==> src/rtl/regfile_wb_arbiter.sv <==
// Two-port (ALU/LSU) register-file writeback arbiter with a pending-write scoreboard.
// Define WB_FIXED_PRIO_EN for fixed LSU priority; the default build is round-robin.
module regfile_wb_arbiter #(
  parameter int XLEN = 32
) (
  input  logic            clk,
  input  logic            reset,
  input  logic            alu_req,
  input  logic [4:0]      alu_rd,
  input  logic [XLEN-1:0] alu_data,
  output logic            alu_gnt,
  input  logic            lsu_req,
  input  logic [4:0]      lsu_rd,
  input  logic [XLEN-1:0] lsu_data,
  output logic            lsu_gnt,
  output logic            wr_en,
  output logic [4:0]      wr_addr,
  output logic [XLEN-1:0] wr_data,
  input  logic            issue_valid,
  input  logic [4:0]      issue_rd,
  input  logic [4:0]      rs1_addr,
  input  logic [4:0]      rs2_addr,
  output logic            rs1_busy,
  output logic            rs2_busy
);

  logic            wr_en_q, wr_en_d;
  logic [4:0]      wr_addr_q, wr_addr_d;
  logic [XLEN-1:0] wr_data_q, wr_data_d;
  logic [31:0]     busy_q, busy_d;

`ifdef WB_FIXED_PRIO_EN
  // LSU always wins contention; the ALU only gets the port when the LSU is idle.
  always_comb begin
    lsu_gnt = 1'b0;
    alu_gnt = 1'b0;
    if (!reset) begin
      lsu_gnt = lsu_req;
      alu_gnt = alu_req && !lsu_req;
    end
  end
`else
  // ptr_q: 0 prefers LSU, 1 prefers ALU; it always points away from the last winner.
  logic ptr_q, ptr_d;

  always_comb begin
    lsu_gnt = 1'b0;
    alu_gnt = 1'b0;
    if (!reset) begin
      lsu_gnt = lsu_req && (!alu_req || !ptr_q);
      alu_gnt = alu_req && (!lsu_req || ptr_q);
    end
  end

  always_comb begin
    ptr_d = ptr_q;
    if (lsu_gnt)      ptr_d = 1'b1;
    else if (alu_gnt) ptr_d = 1'b0;
  end

  always_ff @(posedge clk or posedge reset) begin
    if (reset) ptr_q <= 1'b0;
    else       ptr_q <= ptr_d;
  end
`endif

  // Writes to r0 are granted but never strobed, so r0 stays hardwired to zero.
  always_comb begin
    wr_en_d   = 1'b0;
    wr_addr_d = wr_addr_q;
    wr_data_d = wr_data_q;
    if (lsu_gnt) begin
      wr_en_d   = (lsu_rd != 5'd0);
      wr_addr_d = lsu_rd;
      wr_data_d = lsu_data;
    end else if (alu_gnt) begin
      wr_en_d   = (alu_rd != 5'd0);
      wr_addr_d = alu_rd;
      wr_data_d = alu_data;
    end
  end

  // Set is applied after clear so a newly issued write to the same index stays pending.
  always_comb begin
    busy_d = busy_q;
    if (wr_en_q) busy_d[wr_addr_q] = 1'b0;
    if (issue_valid && (issue_rd != 5'd0)) busy_d[issue_rd] = 1'b1;
    busy_d[0] = 1'b0;
  end

  always_ff @(posedge clk or posedge reset) begin
    if (reset) begin
      wr_en_q   <= 1'b0;
      wr_addr_q <= 5'd0;
      wr_data_q <= '0;
      busy_q    <= 32'd0;
    end else begin
      wr_en_q   <= wr_en_d;
      wr_addr_q <= wr_addr_d;
      wr_data_q <= wr_data_d;
      busy_q    <= busy_d;
    end
  end

  assign wr_en    = wr_en_q;
  assign wr_addr  = wr_addr_q;
  assign wr_data  = wr_data_q;
  assign rs1_busy = busy_q[rs1_addr];
  assign rs2_busy = busy_q[rs2_addr];

endmodule

==> config.mk <==
export PLATFORM = sky130hd
export DESIGN_NAME = regfile_wb_arbiter
export DESIGN_NICKNAME = d
export VERILOG_FILES = /design/src/rtl/regfile_wb_arbiter.sv
export SDC_FILE = /design/constraint.sdc
export NUM_CORES = 1
export LEC_CHECK = 0
export BUFFER_PORTS_ARGS = -buffer_cell sky130_fd_sc_hd__buf_2
export CORE_ASPECT_RATIO = 1.4
export CORE_MARGIN = 5
export CORE_UTILIZATION = 40
export CTS_CLUSTER_SIZE = 40
export DETAILED_ROUTE_END_ITERATION = 7
export GPL_TIMING_DRIVEN = 0
export PLACE_DENSITY_LB_ADDON = 0.15
export SLEW_MARGIN = 10
export SYNTH_ARGS = -nofsm -noshare
export SYNTH_HDL_FRONTEND = slang
export SYNTH_SLANG_ARGS = --single-unit
==> constraint.sdc <==
create_clock -name clk -period 3 [get_ports clk]
set_input_delay 0.45 -clock clk [delete_from_list [all_inputs] [get_ports clk]]
set_output_delay 0.45 -clock clk [all_outputs]
set_load 0.01 [all_outputs]
==> out/qor.yml, run 1 <==
die:
  core_area_sq_mm: 0.00898
  ios: 136
  die_w_um: 90.8
  start_util: 0.407
  row_count: 41
  die_y_um: 123
  die_area_sq_mm: 0.0112
timing:
  slew_violations: 0
  tightest_slew_ns: 0.500
  max_freq_mhz: 460
  setup_viol: 0
  fin_crit_ns: 2.17
  post-route-period-util: 0.724
  hold_viol: 0
  timing.max_slew.rel_slack: 0.664
  clock-skew-final_ns: 0.00687
  rsz0062_at_grt: "no"
  setup-tns-final_ns: 0
clock_network:
  cts_buffers: 9
  cts_tree: "built"
  clock_sinks: 70
  root_buffer: "clkbuf_16"
  cts_setup_buffers: 0
  cts_hold_repair.buffers: 0
  ctsHtreeMaxLevel: 3
  cts-resized-gates: 0
  cts_buffer_depth: 2
  clk_pin_slew_worst_paths_ns: 0.06
  clk-insertion-delay-late_ns: 0.33
synthesis:
  syn_inst: 366
  ys_types: 30
  synth_top_area_share: 0.479
  synth-seq-area-share: 0.479
  postSynthAreaPerCell_sq_um: 9.99
  syn-cell-area_sq_mm: 0.00366
  synthFlopType: "dfrtp_1"
  synth_area_leaders: "dfrtp_1 48%, mux2i_1 14%, o21ai_0 12%"
  synth-edff-count: 0
  async_flop_share: 1.00
  synth.most_common_cell: "o21ai_0"
  synth_top_area_cell: "dfrtp_1"
  synth_warnings: 0
  syn-num-nets: 460
  ys_top_cells_by_count: "91 x o21ai_0, 70 x dfrtp_1, 51 x mux2i_1"
  ys_seq_elements: 70
grt:
  grt_max_degree: 32
  grt_pass1_wl_um: 17500
  grt_pass1_vias: 3643
  overflow: 0
  grt_antenna_before_repair: 0
  globalRouteTotalUtil: 0.196
place:
  place_inst: 606
  io_buffers: 131
  place.detailed.hpwl_um: 8250
  gp_congestion: 0.863
finish:
  finalNetCount: 604
  diodes: 0
  area_growth_pct: 31.2
  layout.cells.non_filler: 622
  drive_gt1_frac: 0.332
  nFillCells: 841
outcome:
  status: "completed"
pwr:
  p_leak_nw: 2.17
  power.density_mw_per_mm2: 674
  ir_drop_v: 0.000342
drt:
  wl_per_cell_um: 17.1
  wirelength_um: 10700
  firstDrtPassIters: 6
  postRouteAntennaNets: 0
  num_vias: 3405
  routed_via_density: 5.47
  drt_iter0_drc: 188
  post-route-drc-count: 0
worst_hold_path:
  holdCritPathClass: "in2async"
worst_setup_path:
  critPathCaptureType: "output port"
  critPathLaunchType: "flip-flop"
  endpoint: "rs1_busy"
  rr_worst_depth: 4
  timing.rr.start: "wr_addr[3]"
  crit_chain: "mux4_2, nand2b_1, o211ai_1, nand4_1, buf_2"
  slowest_stage: "mux4_2"
  worstPathArrival_ns: 1.72
  crit_start: "busy_q[4]"
  rr_endpoint: "busy_q[10]"
  rrSetupSlack_ns: 1.41
  required_ns: 2.55
  cp_slowest_stage_delay_ns: 0.47
  worstSetupPathType: "reg2out"
  critPathMaxFanout: 3
flow_run:
  drv_cap: 0
## stage by stage
stage               worst slack (ns)  utilization  instance area (sq um)  total power, W  hold WS, ns
floorplan                      0.502            -                   3660         0.00185        0.465
global placement              -0.513        0.496                   4450         0.00215        0.458
detailed placement             0.530        0.501                   4500         0.00219        0.469
CTS                            0.817        0.534                   4800         0.00326        0.167
global route                   0.686        0.534                   4800         0.00344        0.182
finish                         0.828        0.534                   4800         0.00324        0.155
## where the power goes
part	switching, W	internal, W	leakage (nW)	total [W]
Clock	0.000396	0.000662	0.148	0.00106
Combinational	0.000416	0.000379	1.23	0.000795
Sequential	0.000189	0.00119	0.797	0.00138
Total	0.00100	0.00224	2.17	0.00324
## logic make-up after synthesis
group | Yosys count | synth area share
AOI/OAI and AO/OA | 121 | 0.181
buffers and inverters | 29 | 0.0369
DFF | 70 | 0.479
muxes | 57 | 0.177
and+or+nand+nor | 89 | 0.127
## metal layers
metal  routed length [um]  up-vias  global-route usage
met4                  236        0              0.0716
met2                 5300      130               0.335
met5                    0        -                   0
li1                     -     1631                   -
met1                 4210     1629               0.230
met3                  903       15              0.0645
## cell usage in the layout (no fill, tap or decap), types with 3 or more instances in the layout
| cell type | netlist | final |
|---|---|---|
| buf_2 | 6 | 137 |
| clkbuf_16 | 0 | 9 |
| clkbuf_1 | 10 | 10 |
| mux4_2 | 6 | 6 |
| nor2b_1 | 4 | 4 |
| o21ai_0 | 91 | 91 |
| nor2_1 | 6 | 6 |
| a21oi_1 | 7 | 7 |
| nand3_1 | 12 | 12 |
| buf_4 | 3 | 3 |
| o21ai_1 | 7 | 7 |
| a22oi_1 | 4 | 4 |
| nand3b_1 | 10 | 10 |
| clkinv_2 | 0 | 3 |
| nand2_1 | 39 | 39 |
| or3b_2 | 3 | 3 |
| dfrtp_1 | 70 | 70 |
| nand2b_1 | 6 | 6 |
| mux2i_1 | 51 | 51 |
| inv_1 | 9 | 8 |
| a222oi_1 | 4 | 4 |
## final cells by class
type | count | area [sq um] | share of cell area
plain buffers | 20 | 101 | 0.0211
clock buffers | 10 | 239 | 0.0498
clock inverters | 6 | 61.3 | 0.0128
inverters | 9 | 37.5 | 0.00782
multi-input cells | 267 | 1770 | 0.369
flip-flops and latches | 70 | 1750 | 0.365
well taps | 107 | 134 | 0.0279
repair buffers | 133 | 703 | 0.147
## state kept, by name, summed over array words and instances, names as in the netlist
signal	flops
wr_en	1
wr_data	32
ptr_q	1
wr_addr	5
busy_q	31
## how the worst min path moves through the flow
stage | startpoint | end | slack, ns
detailed placement | wr_data[7] | wr_data[7] | 0.47
global placement | wr_data[23] | wr_data[23] | 0.46
global route | reset | wr_data[14] | 0.18
CTS | reset | wr_data[14] | 0.17
floorplan | busy_q[4] | busy_q[4] | 0.47
finish | reset | wr_data[14] | 0.16
## critical path, delay by kind of cell, from the launching register on
family                 cells  cell delay, ns
AO/OA/AOI/OAI              1            0.09
buffers and inverters      1            0.15
flip-flops                 1            0.41
multiplexers               1            0.47
AND/OR/NAND/NOR            2            0.26
(Power assumes the default switching activity.)
==> run 2: changes to the inputs <==
==> constraint.sdc (replaced) <==
create_clock -name clk -period 2.1 [get_ports clk]
set_input_delay 0.315 -clock clk [delete_from_list [all_inputs] [get_ports clk]]
set_output_delay 0.315 -clock clk [all_outputs]
set_load 0.01 [all_outputs]
==> run 2 against run 1 <==
Effect of this change: worst setup slack got worse by 0.75 ns; sequential share of layout area rose by 0.18 points; final area fell by 0.50%; clock skew down 0.0017 ns; routed wire length down 1.7%; global-route usage fell by 0.73 points; power grew 38%; count of clock-buffer cells in the layout rose by 5; critical path type unchanged; largest cell class unchanged; largest power group unchanged; highest routed layer unchanged.
==> out/qor.yml, run 2 (synthesis results as in run 1) <==
finish:
  diodes: 0  # unchanged
  largest_register_ffs: 32  # unchanged
  area_growth_pct: 30.6
  drive_gt1_frac: 0.328  # -0.00388
  layout_commonest_cell: "buf_2"
  layout.cells.non_filler: 622  # unchanged
  finalNetCount: 604  # unchanged
  most-common-layout-cells: "137 x buf_2, 91 x o21ai_0, 70 x dfrtp_1, 51 x mux2i_1, 39 x nand2_1"
place:
  place_inst: 606  # unchanged
  gp_congestion: 0.845  # -2.1%
  place.detailed.hpwl_um: 8250  # about the same
  io_buffers: 131  # unchanged
drt:
  routed_via_density: 5.42  # -0.97%
  num_vias: 3372  # -0.97%
  postRouteAntennaNets: 0  # unchanged
  wl_met3_um: 928  # +2.8%
  post-route-drc-count: 0  # unchanged
  met1_length_um: 4100  # -2.6%
  routed.top_layer: "met4"
  wirelength_um: 10500  # -1.7%
  drt_iter0_drc: 184  # -2.1%
  firstDrtPassIters: 8  # +2
  wl_per_cell_um: 16.8  # -1.7%
  dr_wl_met2_um: 5310  # about the same
pwr:
  p_leak_nw: 2.16  # -0.58%
  power.density_mw_per_mm2: 934  # +39%
  ir_drop_v: 0.000441  # +29%
  power_w: 0.00446  # +38%
die:
  start_util: 0.407  # unchanged
  die_w_um: 90.8  # unchanged
  row_count: 41  # unchanged
  die_y_um: 123  # unchanged
  core_area_sq_mm: 0.00898  # unchanged
  die_area_sq_mm: 0.0112  # unchanged
  ios: 136  # unchanged
clock_network:
  ctsHtreeMaxLevel: 3  # unchanged
  cts_buffers: 9  # unchanged
  cts_hold_repair.buffers: 0  # unchanged
  cts_tree: "built"
  root_buffer: "clkbuf_16"
  cts_buffer_depth: 2  # unchanged
  cts_setup_buffers: 0  # unchanged
  clock_sinks: 70  # unchanged
  clk_pin_slew_worst_paths_ns: 0.05  # about the same
  clk-insertion-delay-late_ns: 0.33  # about the same
grt:
  grt_max_degree: 29  # -9.4%
  grt_pass1_vias: 3461  # -5.0%
  globalRouteTotalUtil: 0.189  # -0.00730
  grt_antenna_before_repair: 0  # unchanged
  grt_pass1_wl_um: 16900  # -3.7%
  overflow: 0  # unchanged
timing:
  hold_viol: 0  # unchanged
  setup-tns-final_ns: 0  # unchanged
  tightest_slew_ns: 0.461  # -0.0397 ns
  post-route-period-util: 0.961
  slew_violations: 0  # unchanged
  setup_viol: 0  # unchanged
  rsz0062_at_grt: "no"
  timing.max_slew.rel_slack: 0.692  # +0.0281
  fin_crit_ns: 2.02
  clock-skew-final_ns: 0.00518  # -0.00170 ns
  max_freq_mhz: 495
outcome:
  status: "completed"
flow_run:
  drv_cap: 0  # unchanged
worst_setup_path:
  worstPathArrival_ns: 1.70  # -0.02 ns
  critPathLaunchType: "flip-flop"
  worstSetupPathType: "reg2out"
  critPathMaxFanout: 3  # unchanged
  required_ns: 1.78  # -0.77 ns
  critPathCaptureType: "output port"
worst_hold_path:
  holdCritPathClass: "in2async"
-- run 2: layout make-up --
class	count	area, sq um
timing repair buffer	133	703
clock buffer	15	258
fill	834	4200
tap	107	134
sequential	70	1750
inverter	9	37.5
clock inverter	1	5.00
buffer	20	104
multi-input combinational	267	1780
-- run 2: per-stage QoR --
stage          hold WS [ns]  utilization  area (sq um)  setup WS [ns]
6_report             0.0173        0.532          4770         0.0817
5_1_grt              0.0573        0.532          4770       0.000721
4_1_cts              0.0231        0.532          4770         0.0644
3_5_place_dp          0.380        0.503          4510         0.0210
3_3_place_gp          0.458        0.497          4460         -0.826
2_1_floorplan         0.412            -          3670       -0.00900
-- run 2: final timing paths --
path | start | end | slack (ns) | cells after the start
max reg2reg | wr_addr[3] | busy_q[11] | 0.57 | 4
min reg2reg | wr_data[14] | wr_data[14] | 0.47 | 2
max | busy_q[7] | rs1_busy | 0.08 | 5
min | reset | wr_data[30] | 0.02 | 2
max in group asynchronous | reset | busy_q[8] | 1.40 | 4
min in group clk | alu_rd[0] | wr_addr[0] | 0.21 | 3
-- run 2: power breakdown --
group	internal [W]	switching [W]	leakage [nW]
Clock	0.000831	0.000523	0.128
Sequential	0.00171	0.000264	0.797
Combinational	0.000544	0.000592	1.24
-- run 2: what timing repair did --
action / in CTS / in global routing
setup endpoints to repair: 0 / 1
hold endpoints to repair: 0 / 0
gates resized for setup: 0 / 0
-- run 2: critical path, stage by stage (launching register included) --
cell and delay, ns:
dfrtp_1 0.40, mux4_2 0.48, nand2b_1 0.15, o211ai_1 0.09
nand4_1 0.10, buf_2 0.15
-- run 2: routing by layer --
| metal | up-vias | GRT usage |
|---|---|---|
| li1 | 1629 | - |
| met1 | 1596 | 0.224 |
| met2 | 139 | 0.315 |
| met3 | 8 | 0.0694 |
| met4 | 0 | 0.0670 |
| met5 | - | 0 |
